**config.mk**
```make
export PLATFORM = sky130hd
export DESIGN_NAME = gsm_uart_tx
export DESIGN_NICKNAME = d
export VERILOG_FILES = /design/src/rtl/gsm_uart_pkg.sv /design/src/rtl/gsm_uart_tx_baud.sv /design/src/rtl/gsm_uart_tx.sv
export SDC_FILE = /design/constraint.sdc
export NUM_CORES = 1
export LEC_CHECK = 0
export CAP_MARGIN = 20
export CORE_UTILIZATION = 40
export CTS_CLUSTER_SIZE = 25
export DETAILED_ROUTE_END_ITERATION = 7
export GPL_TIMING_DRIVEN = 0
export PLACE_DENSITY = 0.61
export SYNTH_ARGS = -nofsm -noshare
export SYNTH_HDL_FRONTEND = slang
export SYNTH_SLANG_ARGS = --single-unit
```
**constraint.sdc**
```tcl
create_clock -name clk -period 2.1 [get_ports clk]
set_input_delay 0.21 -clock clk [delete_from_list [all_inputs] [get_ports clk]]
set_output_delay 0.21 -clock clk [all_outputs]
set_load 0.1 [all_outputs]
```
**src/rtl/gsm_uart_pkg.sv**
```systemverilog
// Shared types and constants for the GSM modem UART link.
// Reused by the transmitter and the modem-response receiver.
package gsm_uart_pkg;

    typedef enum logic [2:0] {
        IDLE,
        START,
        DATA,
        STOP,
        DONE
    } uart_state_e;

    localparam int unsigned DEF_CLK_FREQ = 50_000_000;
    localparam int unsigned DEF_BAUD     = 9600;

    localparam logic [7:0] ASCII_CR = 8'h0D;
    localparam logic [7:0] ASCII_LF = 8'h0A;

    function automatic int unsigned clks_per_bit(
        input int unsigned clk_freq,
        input int unsigned baud
    );
        return clk_freq / baud;
    endfunction

endpackage

```
**src/rtl/gsm_uart_tx_baud.sv**
```systemverilog
// Bit-period divider: one-cycle tick every CLKS_PER_BIT cycles.
// A synchronous clear realigns the bit grid to a frame start.
module gsm_baud_tick #(
    parameter int unsigned CLKS_PER_BIT = 5208
) (
    input  logic clk,
    input  logic rst,
    input  logic clr_i,
    output logic tick_o
);

    localparam int unsigned W =
        (CLKS_PER_BIT > 1) ? $clog2(CLKS_PER_BIT) : 1;
    localparam logic [W-1:0] LAST = W'(CLKS_PER_BIT - 1);

    logic [W-1:0] cnt_q;
    logic [W-1:0] cnt_d;

    assign tick_o = (cnt_q == LAST);

    always_comb begin
        cnt_d = cnt_q + 1'b1;
        if (clr_i || tick_o) begin
            cnt_d = '0;
        end
    end

    always_ff @(posedge clk) begin
        if (rst) begin
            cnt_q <= '0;
        end else begin
            cnt_q <= cnt_d;
        end
    end

endmodule

```
**src/rtl/gsm_uart_tx.sv**
```systemverilog
// 8-bit UART transmitter for the AT-command path to the GSM modem.
// Edge-triggered request, registered line/busy/done outputs.
module gsm_uart_tx
    import gsm_uart_pkg::*;
#(
    parameter int unsigned CLK_FREQ     = DEF_CLK_FREQ,
    parameter int unsigned BAUD         = DEF_BAUD,
    parameter int unsigned CLKS_PER_BIT = clks_per_bit(CLK_FREQ, BAUD),
    parameter int unsigned STOP_BITS    = 1
) (
    input  logic       clk,
    input  logic       rst,
    input  logic       tx_enable,
    input  logic [7:0] tx_data,
    output logic       txd,
    output logic       tx_busy,
    output logic       tx_done
);

    localparam logic [1:0] STOP_LAST = 2'(STOP_BITS - 1);

    uart_state_e state_q;
    logic [7:0]  shift_q;
    logic [2:0]  bit_cnt_q;
    logic [1:0]  stop_cnt_q;
    logic        en_q;
    logic        txd_q;
    logic        busy_q;
    logic        done_q;

    logic start;
    logic bit_tick;

    assign start = tx_enable & ~en_q & (state_q == IDLE);

    gsm_baud_tick #(
        .CLKS_PER_BIT(CLKS_PER_BIT)
    ) u_baud (
        .clk   (clk),
        .rst   (rst),
        .clr_i (start),
        .tick_o(bit_tick)
    );

    // txd follows the state one cycle later, so the line falls at k+1
    always_ff @(posedge clk) begin
        if (rst) begin
            state_q    <= IDLE;
            shift_q    <= '0;
            bit_cnt_q  <= '0;
            stop_cnt_q <= '0;
            en_q       <= 1'b0;
            txd_q      <= 1'b1;
            busy_q     <= 1'b0;
            done_q     <= 1'b0;
        end else begin
            en_q   <= tx_enable;
            done_q <= 1'b0;
            unique case (state_q)
                IDLE: begin
                    txd_q <= 1'b1;
                    if (start) begin
                        shift_q    <= tx_data;
                        bit_cnt_q  <= '0;
                        stop_cnt_q <= '0;
                        busy_q     <= 1'b1;
                        state_q    <= START;
                    end
                end
                START: begin
                    txd_q <= 1'b0;
                    if (bit_tick) begin
                        state_q <= DATA;
                    end
                end
                DATA: begin
                    txd_q <= shift_q[0];
                    if (bit_tick) begin
                        shift_q   <= {1'b0, shift_q[7:1]};
                        bit_cnt_q <= bit_cnt_q + 1'b1;
                        if (bit_cnt_q == 3'd7) begin
                            state_q <= STOP;
                        end
                    end
                end
                STOP: begin
                    txd_q <= 1'b1;
                    if (bit_tick) begin
                        if (stop_cnt_q == STOP_LAST) begin
                            state_q <= DONE;
                        end else begin
                            stop_cnt_q <= stop_cnt_q + 1'b1;
                        end
                    end
                end
                DONE: begin
                    txd_q   <= 1'b1;
                    done_q  <= 1'b1;
                    busy_q  <= 1'b0;
                    state_q <= IDLE;
                end
                default: begin
                    txd_q   <= 1'b1;
                    busy_q  <= 1'b0;
                    state_q <= IDLE;
                end
            endcase
        end
    end

    assign txd     = txd_q;
    assign tx_busy = busy_q;
    assign tx_done = done_q;

endmodule

```
Word level (Yosys, flattened, before mapping)
Cells that the tools add are included.
{"block": "word_totals", "ff_bits": 33, "output_inout_bits": 3}
{"block": "op_classes", "n_addsub": 3, "eq_ne": 13, "mux": 21, "bitwise_logic": 4, "reduce_logical": 11}
{"cell": "two-way mux 3 bit", "n": 8}
{"cell": "two-way mux 8 bit", "n": 2}
{"cell": "case mux 8 bit (2 select lines)", "n": 1}
{"cell": "adder 13 x 1 -> 13 bit (second input constant)", "n": 1}
{"cell": "equality test 13 bit (second input constant)", "n": 1}
{"cell": "case mux 3 bit (4 select lines)", "n": 1}
{"cell": "inequality test 2 x 1 -> 1 bit (second input constant)", "n": 4}
{"cell": "equality test 3 x 2 -> 1 bit (second input constant)", "n": 2}
{"cell": "equality test 3 bit (second input constant)", "n": 2}
{"cell": "two-way mux 2 bit", "n": 3}
{"cell": "inequality test 2 bit (second input constant)", "n": 3}
{"cell": "case mux 3 bit (2 select lines)", "n": 1}
{"cell": "AND reduction 6 bit", "n": 1}
{"cell": "case mux 1 bit (2 select lines)", "n": 2}
{"cell": "case mux 2 bit (2 select lines)", "n": 1}
{"cell": "AND reduction 4 bit", "n": 1}
{"cell": "nonzero test 2 bit", "n": 2}
{"cell": "adder 3 x 1 -> 3 bit (second input constant)", "n": 1}
{"cell": "equality test 3 x 1 -> 1 bit (second input constant)", "n": 1}
{"cell": "logical NOT 3 bit", "n": 1}
{"cell": "AND reduction 3 bit", "n": 1}
{"cell": "OR reduction 3 bit", "n": 1}
{"cell": "adder 2 x 1 -> 2 bit (second input constant)", "n": 1}
{"cell": "bitwise AND 1 bit", "n": 2}
{"cell": "other kinds (6)", "n": 8}

Depth between registers and ports, before layout
{"block": "depth", "ltp_word": 5, "mapped_depth": 7, "depth_no_buf": 6}

Modules after synthesis
From an unflattened synthesis, not the netlist that was laid out.
{"block": "unflattened", "hier_cells": 178, "hier_area_um2": 1686.6}
{"module": "gsm_uart_tx", "instances": 1, "cells_each": 105, "area_per_inst_um2": 968.4, "seq_area_each_um2": 400.4}
{"module": "gsm_baud_tick", "instances": 1, "cells_each": 73, "area_per_inst_um2": 718.2, "seq_area_each_um2": 260.2}

Worst setup path before layout
OpenSTA, ideal clock, no wires.
{"block": "synth_path", "kind": "register -> register", "startpoint": "register u_baud.cnt_q[0]", "endpoint": "register state_q[0]", "arrival_ns": 1.596, "setup_slack_ns": 0.383, "path_stages_with_launch": 7, "path_buffers": 1, "period_less_slack_ns": 1.717, "path_cell_list": "dfxtp_1 -> ha_1 -> and4b_4 -> and3_1 -> buf_6 -> o31ai_2 -> mux2_4"}
{"block": "synth_between", "elab_chain_len": 3}
{"item": "start: declaration", "line_no": "gsm_uart_tx_baud.sv:16", "source": "logic [W-1:0] cnt_q;"}
{"item": "start signal: assignment", "line_no": "gsm_uart_tx_baud.sv:32", "source": "cnt_q <= cnt_d;"}
{"item": "equality test 13 bit *", "line_no": "gsm_uart_tx_baud.sv:19", "source": "assign tick_o = (cnt_q == LAST);"}
{"item": "inequality test 2 x 1 -> 1 bit (no source line)"}
{"item": "AND reduction 6 bit (no source line) *"}
{"item": "end signal: assignment", "line_no": "gsm_uart_tx.sv:48", "source": "state_q <= IDLE;"}
{"item": "end signal: assignment", "line_no": "gsm_uart_tx.sv:67", "source": "state_q <= START;"}
{"item": "end signal: assignment", "line_no": "gsm_uart_tx.sv:73", "source": "state_q <= DATA;"}
{"item": "end: declaration", "line_no": "gsm_uart_tx.sv:22", "source": "uart_state_e state_q;"}
Mark *: on every way between the ends. The rest lies on a longest branch, timed or not.
A chain may end at the register's enable or synchronous reset.

Worst setup path in the final report
{"block": "layout_path", "startpoint": "register busy_q, in the netlist tx_busy", "endpoint": "output port tx_busy"}
{"item": "start: declaration", "line_no": "gsm_uart_tx.sv:28", "source": "logic busy_q;"}
{"item": "start signal: assignment", "line_no": "gsm_uart_tx.sv:54", "source": "busy_q <= 1'b0;"}
{"item": "start signal: assignment", "line_no": "gsm_uart_tx.sv:66", "source": "busy_q <= 1'b1;"}
{"item": "start signal: assignment", "line_no": "gsm_uart_tx.sv:99", "source": "busy_q <= 1'b0;"}
{"item": "end: declaration", "line_no": "gsm_uart_tx.sv:16", "source": "output logic tx_busy,"}
No word-level cell between the ends.

==> impl_metrics.py <==
metrics = {
    "clocking": {
        "ctsHoldBuffers": 0,
        "cts_num_sinks": 33,
        "cts_htree_levels": 2,
        "root_buffer": "clkbuf_8",
        "clkSlewWorstSetupHoldPaths_ns": 0.07,
        "cts_repair_resize_count": 0,
        "postCtsSetupBuffers": 0,
        "cts_buffer_depth": 2,
        "cts_buffers": 5,
        "insertion_delay_ns": 0.28,
        "tritoncts": "yes",
    },
    "yosys": {
        "synthFlopType": "dfxtp_1",
        "syn_inst": 177,
        "synthesis.nets": 192,
        "postSynthAreaPerCell_um2": 8.99,
        "synth.top_cell.area_share_pct": 41.5,
        "yosysTopAreaCell": "dfxtp_1",
        "synth.distinct_cells": 35,
        "syn_area_um2": 1590,
        "yosys_warnings": 0,
        "synth_area_leaders": "dfxtp_1 (42%), nor3_1 (6.3%), nor2b_1 (4.3%), a221oi_1 (3.9%), nor2_1 (3.5%)",
        "ys_seq_area_share_pct": 41.5,
        "synthArstFlopShare_pct": 0,
        "synth_edf_count": 0,
        "ys_ff_latch": 33,
    },
    "final_layout": {
        "final_common_cell": "dfxtp_1",
        "final_cell_mix": "dfxtp_1 (33), nor3_1 (20), nor2_1 (15), clkdlybuf4s50_1 (13), nor2b_1 (11)",
        "final_cells": 246,
        "area_growth_pct": 18.3,
        "fillers": 377,
        "final_layout_size_suffix_gt1_share_pct": 10.6,
        "num_antenna_cells": 0,
        "final_nets": 212,
    },
    "die": {
        "die_height_um": 65.1,
        "io_pins": 14,
        "num_rows": 22,
        "fp.dieW_um": 65.1,
        "design.core.area_um2": 3740,
        "start_util_pct": 42.5,
        "die_area_um2": 4230,
    },
    "sta": {
        "period_minus_slack_ns": 1.95,
        "drv_slew": 0,
        "setup_viol": 0,
        "finalSetupTns_ns": 0,
        "period_share_pct": 92.8,
        "fin_worst_skew_ns": 0.00440,
        "rsz0062_at_grt": "false",
        "fmax_ghz": 0.513,
        "tightest_slew_ns": 0.961,
        "slew_headroom_pct": 35.7,
        "hold_violations": 0,
        "fin_ws_ns": 0.151,
        "holdWs_ns": 0.438,
    },
    "place": {
        "dp_hpwl_um": 2290,
        "io_buffer_count": 13,
        "place_congestion": 0.789,
        "placed_cells": 238,
        "pre_cts_slack_ns": 0.246,
    },
    "setup_path": {
        "critPathTopFamily": "buffers and inverters",
        "cp.arrival_ns": 1.74,
        "crit_buf_inv": 1,
        "critPathMaxStageDelay_ns": 1.13,
        "required_ns": 1.89,
        "cp_max_fo": 2,
        "cpMaxStageDelayCell": "clkdlybuf4s50_1",
        "crit_path_start_kind": "flip-flop",
        "path_cells": "clkdlybuf4s50_1",
        "crit_type": "reg2out",
        "crit_path_end_kind": "output pin",
    },
    "drt": {
        "vias_per_cell": 5.35,
        "drt-wirelength-per-cell_um": 13.2,
        "ant_nets": 0,
        "drt_iter0_markers": 88,
        "drc": 0,
        "drt_pass1_iterations": 4,
        "vias": 1317,
        "routed_wl_um": 3250,
    },
    "grt": {
        "antenna_found_initial": 0,
        "first_global_vias": 1253,
        "globalRouteOverflowTotal": 0,
        "grtUsageTotal_pct": 17.8,
        "grt_pass1_wl_um": 5620,
        "grt_max_degree": 11,
    },
    "hold_path": {
        "hp-class": "reg2reg",
    },
    "status": {
        "status": "completed",
    },
    "power": {
        "p_per_area_nw_per_um2": 961,
        "peakVddDrop_mv": 0.320,
        "p_leak_uw": 0.000680,
    },
    "run": {
        "drv_cap": 0,
    },
}
sequential cells by signal, summed over array words and instances (netlist names):
register / count
txd: 1
bit_cnt_q: 3
u_baud.cnt_q: 13
state_q: 3
en_q: 1
shift_q: 8
tx_done: 1
tx_busy: 1
stop_cnt_q: 2
where the power goes:
part | total [uW] | internal [uW] | switching [uW]
logic | 547 | 223 | 324
clock network | 525 | 296 | 229
registers | 737 | 697 | 40.7
stage by stage:
step                area, um^2  power [uW]  utilization [%]
finish                    1880        1810             50.3
global route              1880        1920             50.3
CTS                       1880        1830             50.3
detailed placement        1780        1300             47.6
global placement          1780        1290             47.6
floorplan                 1590        1180                -
cell families after synthesis:
| family | Yosys count | synth area share (%) |
|---|---|---|
| and+or+nand+nor | 83 | 30.1 |
| DFF | 33 | 41.5 |
| AOI/OAI and AO/OA | 25 | 11.7 |
| buffers and inverters | 19 | 5.90 |
| xor gates and xnor gates | 11 | 6.05 |
| adders and majority gates | 4 | 3.14 |
| muxes | 2 | 1.57 |
layer usage:
metal	share of wire, %	up-vias	GRT usage (%)
met5	0	-	0
met4	1.7	0	7.34
met3	3.2	6	5.28
met2	46	22	28.5
met1	49	610	22.1
li1	-	679	-
area by class of cell:
type                            instances  area [um^2]  area share [%]
Tap cell                               48         60.1            3.19
Sequential cell                        33          661            35.1
Buffer                                 13         71.3            3.79
Inverter                                6         22.5            1.20
Clock inverter                          1         5.00           0.266
Timing Repair Buffer                   13          130            6.91
Clock buffer                            7         96.3            5.12
Multi-Input combinational cell        125          837            44.5
cell usage after synthesis (2+ instances only):
library cell / n
xnor2_1: 5
o31ai_1: 2
nand3_1: 8
a221oi_1: 7
nand3b_1: 2
buf_2: 6
a21oi_1: 8
and3_1: 5
clkbuf_1: 5
dfxtp_1: 33
nor2b_1: 11
nand2_1: 4
inv_1: 6
ha_1: 4
nor2_1: 15
nand4_1: 7
buf_6: 2
nor3_1: 20
xor2_1: 6
o211ai_1: 3
and4_1: 2
nand2b_1: 3
final timing paths:
check	start	endpoint	slack [ns]	cells past startpoint
max	tx_busy	tx_busy	0.15	1
min	u_baud.cnt_q[0]	u_baud.cnt_q[0]	0.44	1
max reg2reg	state_q[1]	shift_q[5]	0.25	6
min reg2reg	u_baud.cnt_q[0]	u_baud.cnt_q[0]	0.44	1
Note: power is estimated with default switching activity, not from simulation.
